[src/rtl/trace_drain.sv]
`default_nettype none
// ============================================================================
//  Module   : trace_drain
//  Purpose  : Queues full N-element trace vectors arriving on a valid-only
//             push interface and streams them out one element per cycle on a
//             valid/ready interface toward the host readout path. Marks the
//             final element of end-of-frame vectors and flags dropped vectors.
//  Ports    : clk, rst_n            - clock, asynchronous active-low reset
//             valid_in, eof_in,
//             vector_in             - vector push (no backpressure besides
//                                     ready_out; pushes while full are dropped)
//             ready_out             - queue not full (from registered count)
//             out_valid, out_ready,
//             out_data, out_index,
//             out_last              - element stream to the host
//             count                 - vectors stored, including the one draining
//             overflow              - sticky: at least one vector was dropped
//  Revision : 1.0 - initial release
// ============================================================================
module trace_drain #(
    parameter int N          = 8,
    parameter int DATA_WIDTH = 32,
    parameter int DEPTH      = 4
) (
    input  logic                           clk,
    input  logic                           rst_n,
    input  logic                           valid_in,
    input  logic                           eof_in,
    input  logic [N-1:0][DATA_WIDTH-1:0]   vector_in,
    output logic                           ready_out,
    output logic                           out_valid,
    input  logic                           out_ready,
    output logic [DATA_WIDTH-1:0]          out_data,
    output logic [$clog2(N)-1:0]           out_index,
    output logic                           out_last,
    output logic [$clog2(DEPTH):0]         count,
    output logic                           overflow
);

    localparam int IW = $clog2(N);
    localparam int PW = $clog2(DEPTH);
    localparam int CW = $clog2(DEPTH) + 1;

    localparam logic [IW-1:0] c_LAST_IDX = IW'(N - 1);
    localparam logic [IW-1:0] c_IDX_ONE  = IW'(1);
    localparam logic [PW-1:0] c_PTR_ONE  = PW'(1);
    localparam logic [CW-1:0] c_CNT_ONE  = CW'(1);
    localparam logic [CW-1:0] c_FULL     = CW'(DEPTH);

    typedef enum logic [0:0] {
        ST_EMPTY     = 1'b0,
        ST_SERIALIZE = 1'b1
    } state_t;

    // Slot storage: payload and end-of-frame flag per queued vector
    logic [N-1:0][DATA_WIDTH-1:0] r_slot_data [DEPTH];
    logic                         r_slot_eof  [DEPTH];

    logic [PW-1:0] r_wr_ptr;
    logic [PW-1:0] r_rd_ptr;
    logic [IW-1:0] r_elem_idx;
    logic [CW-1:0] r_count;
    logic          r_overflow;
    state_t        r_state;
    state_t        w_state_next;

    logic          w_push;
    logic          w_pop;
    logic          w_beat;
    logic [CW-1:0] w_count_next;

    // Full is judged on the registered count only, so a same-cycle pop
    // never opens a slot for the incoming vector.
    assign ready_out = (r_count != c_FULL);
    assign out_valid = (r_state == ST_SERIALIZE);
    assign w_push    = valid_in && ready_out;
    assign w_beat    = out_valid && out_ready;
    assign w_pop     = w_beat && (r_elem_idx == c_LAST_IDX);

    always_comb begin
        w_count_next = r_count;
        case ({w_push, w_pop})
            2'b10:   w_count_next = r_count + c_CNT_ONE;
            2'b01:   w_count_next = r_count - c_CNT_ONE;
            default: w_count_next = r_count;
        endcase
    end

    // Next state follows the post-update occupancy, which gives both the
    // one-cycle push-to-valid latency and bubble-free back-to-back vectors.
    always_comb begin
        w_state_next = r_state;
        case (r_state)
            ST_EMPTY:     if (w_count_next != '0) w_state_next = ST_SERIALIZE;
            ST_SERIALIZE: if (w_count_next == '0) w_state_next = ST_EMPTY;
            default:      w_state_next = ST_EMPTY;
        endcase
    end

    always_ff @(posedge clk or negedge rst_n) begin
        if (!rst_n) begin
            r_state <= ST_EMPTY;
        end else begin
            r_state <= w_state_next;
        end
    end

    always_ff @(posedge clk or negedge rst_n) begin
        if (!rst_n) begin
            r_wr_ptr   <= '0;
            r_rd_ptr   <= '0;
            r_elem_idx <= '0;
            r_count    <= '0;
            r_overflow <= 1'b0;
        end else begin
            r_count <= w_count_next;
            if (w_push) begin
                r_wr_ptr <= r_wr_ptr + c_PTR_ONE;
            end
            if (valid_in && !ready_out) begin
                r_overflow <= 1'b1;
            end
            if (w_pop) begin
                r_rd_ptr   <= r_rd_ptr + c_PTR_ONE;
                r_elem_idx <= '0;
            end else if (w_beat) begin
                r_elem_idx <= r_elem_idx + c_IDX_ONE;
            end
        end
    end

    always_ff @(posedge clk or negedge rst_n) begin
        if (!rst_n) begin
            for (int i = 0; i < DEPTH; i++) begin
                r_slot_data[i] <= '0;
                r_slot_eof[i]  <= 1'b0;
            end
        end else if (w_push) begin
            r_slot_data[r_wr_ptr] <= vector_in;
            r_slot_eof[r_wr_ptr]  <= eof_in;
        end
    end

    // Element outputs are pure functions of registered state, so they hold
    // automatically while the downstream stalls.
    always_comb begin
        out_data = '0;
        if (out_valid) begin
            out_data = r_slot_data[r_rd_ptr][r_elem_idx];
        end
    end

    assign out_index = r_elem_idx;
    assign out_last  = out_valid && r_slot_eof[r_rd_ptr] && (r_elem_idx == c_LAST_IDX);
    assign count     = r_count;
    assign overflow  = r_overflow;

endmodule
`default_nettype wire

[config.mk]
export PLATFORM = sky130hd
export DESIGN_NAME = trace_drain
export DESIGN_NICKNAME = d
export VERILOG_FILES = /design/src/rtl/trace_drain.sv
export SDC_FILE = /design/constraint.sdc
export NUM_CORES = 1
export LEC_CHECK = 0
export CAP_MARGIN = 20
export CORE_UTILIZATION = 24
export CTS_BUF_LIST = sky130_fd_sc_hd__clkbuf_2 sky130_fd_sc_hd__clkbuf_4 sky130_fd_sc_hd__clkbuf_8
export DETAILED_ROUTE_END_ITERATION = 16
export PLACE_DENSITY_LB_ADDON = 0.1
export SYNTH_ARGS = -nofsm -noshare
export SYNTH_HDL_FRONTEND = slang
export SYNTH_SLANG_ARGS = --single-unit
[constraint.sdc]
create_clock -name clk -period 2.9 [get_ports clk]
set_clock_uncertainty 0.1 [all_clocks]
set_input_delay 0.58 -clock clk [delete_from_list [all_inputs] [get_ports clk]]
set_output_delay 0.58 -clock clk [all_outputs]
set_load 0.02 [all_outputs]
==> flow_summary.ini <==
[critical_path]
path_buf_inv = 5
r2r_slack_ns = 0.05
reg2reg_to = out_valid$_DFF_PN0_
arrival_ns = 3.39
cp-end-kind = output pin
cp-startpoint = r_rd_ptr[0]$_DFFE_PN0N_
r2r_start = out_index[0]$_DFFE_PN0P_
crit_path_max_fanout = 7
path_delay_family = buffers and inverters
critPathKind = flip-flop to output pin
worst-r2r-cell-count = 8
max_stage_delay_ns = 0.57
worstPathCellList = buf_6 > buf_12 > buf_12 > mux4_2 > mux2_4 > o221ai_4 > buf_6 > a31oi_4 > clkbuf_16
slowest_stage = dfrtp_4
critical_path_required_ns = 2.22
worst_setup_path_start_kind = flip-flop

[die]
coreArea_sq_um = 195000
die-area_sq_um = 198000
die_w_um = 445
dieHeight_um = 445
num_io_pins = 303
rows = 162
floorplan.initialDensity_pct = 24.2

[logic_synthesis]
synth_top_family_by_area = multiplexers
synth_area_leaders = dfrtp_1 (55%), mux2_1 (23%), mux4_2 (11%)
synthAdderAreaFrac_pct = 0.228
async_flop_share_pct = 100
syn_inst = 2856
synth.largest_area_cell = dfrtp_1
synthMuxAreaShare_pct = 38.2
syn_nets = 3125
synth_area_sq_um = 47200
synth_xor_area_share_pct = 0.111
synth-simple-area-share_pct = 0.416
yosysWarningCount = 0
synth_edf_count = 0
synth_compound_area_share_pct = 2.80
ys.flop_type = dfrtp_1
yosysUniqueCellTypes = 40
ys_seq_area_share_pct = 55.2
netlist.area_leader.share_pct = 55.2
synth_seq_cells = 1040
synth_area_per_cell_sq_um = 16.5

[timing]
finalHoldViolations = 0
relSlewSlack_pct = 51.8
rsz0062_at_grt = true
worst_slew_pin_slew_ns = 0.723
setup_violations = 33
fin_crit_ns = 4.07
fin_crit_sh_pct = 140
fin_ws_ns = -1.17
fmax_ghz = 0.246
report.final.slew_viol_count = 0
setup_tns_ns = -33.99

[power]
power_mw = 79.3
power_density_nw_per_um2 = 1270
leakage_nw = 25.8
vdd.ir_drop.worst_mv = 0.549

[run]
drv_cap = 0

[drt]
route.antenna.remaining_nets = 0
wl_per_cell_um = 25.4
vias_per_cell = 4.51
vias = 28700
drt-pass1-iter-count = 4
drt_iter0_drc = 1139
remaining_drc_errors = 0
routed_wl_mm = 161

[global_route]
antenna_found_initial = 45
gr-usage-all-layers_pct = 16.3
overflow = 0
grt_max_degree = 98
grt_pass1_vias = 33100
grt_pass1_wl_mm = 235

[clocking]
path_clk_slew_ns = 0.06
clk_latency_ns = 0.91
cts.sinks = 1040
clockBufferDepth = 3
cts_root_buf = clkbuf_8
cts_tree = yes
cts_made_buffers = 201
h-tree-depth = 4

[placed_design]
port_buffers = 302
place_ws_ns = -0.754
dp_hpwl_mm = 113
gp_congestion = 0.758
placed_area_sq_um = 55800

[finish]
area_growth_pct = 32.8
layout-drive-gt1-share_pct = 34.9
fillers = 19200
nNetsFinal = 3834
finalInstanceArea_sq_um = 62600

[min_path]
hp-class = input pin to flip-flop
hold_start = valid_in
holdPathStages = 2
min_to = overflow$_DFFE_PN0P_

[status]
violations = setup timing
status = complete, but fails checks
-- layer usage --
layer  wire [um]  global-route usage (%)
met3        6010                    3.18
met4        5640                    7.30
met2       81800                    27.9
met5          89                       0
met1       67500                    19.9
-- registers in the layout, summed over array words and instances (netlist names) --
register / flops
r_rd_ptr: 2
count: 3
r_wr_ptr: 2
overflow: 1
r_slot_data: 1024
r_slot_eof: 4
out_valid: 1
out_index: 3
-- cells in the mapped netlist, drive strengths merged, types with 2 or more instances --
| cell | n |
|---|---|
| a21o | 2 |
| nor2b | 4 |
| o2111ai | 7 |
| mux2i | 65 |
| inv | 5 |
| nor2 | 4 |
| dfrtp | 1040 |
| a22oi | 32 |
| buf | 181 |
| clkbuf | 33 |
| mux4 | 224 |
| o21ai | 28 |
| ha | 7 |
| a31oi | 32 |
| nand2b | 3 |
| o221ai | 32 |
| nand2 | 24 |
| xnor2 | 5 |
| a221oi | 25 |
| mux2 | 1093 |
| a211oi | 2 |
-- worst max-delay path by stage --
stage,endpoint,cells past startpoint
6_report,out_data[5],9
5_1_grt,out_data[17],10
4_1_cts,out_data[5],8
3_5_place_dp,out_data[29],7
3_3_place_gp,out_data[29],7
2_1_floorplan,out_data[18],7
-- cells by family after synthesis --
kind of cell | Yosys count
multiplexers | 1382
flip-flops | 1040
buffers and inverters | 219
AO/OA/AOI/OAI | 160
AND/OR/NAND/NOR | 41
adder cells (fa/ha/maj) | 8
XOR/XNOR | 6
-- timing repair --
| action | 4_1_cts | 5_1_grt |
|---|---|---|
| setup endpoints to repair | 39 | 34 |
| setup buffers | 37 | 65 |
| pin swaps | 11 | 32 |
| hold buffers | 1 | 0 |
| endpoints found under the hold margin | 216 | 0 |
| gates cloned | 3 | 5 |
| gates resized for setup | 274 | 133 |
-- area by class of cell --
type	count	area (sq um)	share of cell area (%)
antenna	23	57.6	0.0919
clock buffer	326	4010	6.41
clock inverter	19	178	0.284
inverter	5	21.3	0.0340
multi-input combinational	1597	20800	33.2
sequential	1040	26000	41.6
tap	2624	3280	5.24
timing repair buffer	720	8230	13.1
-- layout by cell type (no fill, tap or decap), drive strengths merged, types with 2 or more instances in the layout --
| cell type | synthesis | routed |
|---|---|---|
| mux2 | 1093 | 1093 |
| dfrtp | 1040 | 1040 |
| buf | 181 | 445 |
| clkbuf | 33 | 333 |
| clkdlybuf4s50 | 0 | 263 |
| mux4 | 224 | 224 |
| mux2i | 65 | 65 |
| a31oi | 32 | 32 |
| o221ai | 32 | 32 |
| a22oi | 32 | 32 |
| o21ai | 28 | 28 |
| a221oi | 25 | 25 |
| nand2 | 24 | 24 |
| diode | 0 | 23 |
| inv | 5 | 12 |
| clkinv | 0 | 8 |
| ha | 7 | 7 |
| o2111ai | 7 | 7 |
| xnor2 | 5 | 5 |
| nor2 | 4 | 4 |
| nor2b | 4 | 4 |
| clkinvlp | 0 | 3 |
| dlygate4sd2 | 0 | 3 |
| nand2b | 3 | 3 |
| a211oi | 2 | 2 |
| a21o | 2 | 2 |
-- through the flow --
| step | std cells | util, % | hold slack [ns] |
|---|---|---|---|
| floorplan | 2856 | - | 0.184 |
| global placement | 5881 | 28.6 | 0.337 |
| detailed placement | 5881 | 28.6 | 0.356 |
| CTS | 6267 | 31.5 | 0.0141 |
| global route | 6349 | 32.1 | 0.110 |
| finish | 6354 | 32.1 | 0.177 |
-- power breakdown --
group / internal, mW / total, mW / switching (mW)
sequential: 22.1 / 26.0 / 3.91
combinational: 20.5 / 38.1 / 17.6
clock: 8.75 / 15.2 / 6.49
(Power assumes the default switching activity.)
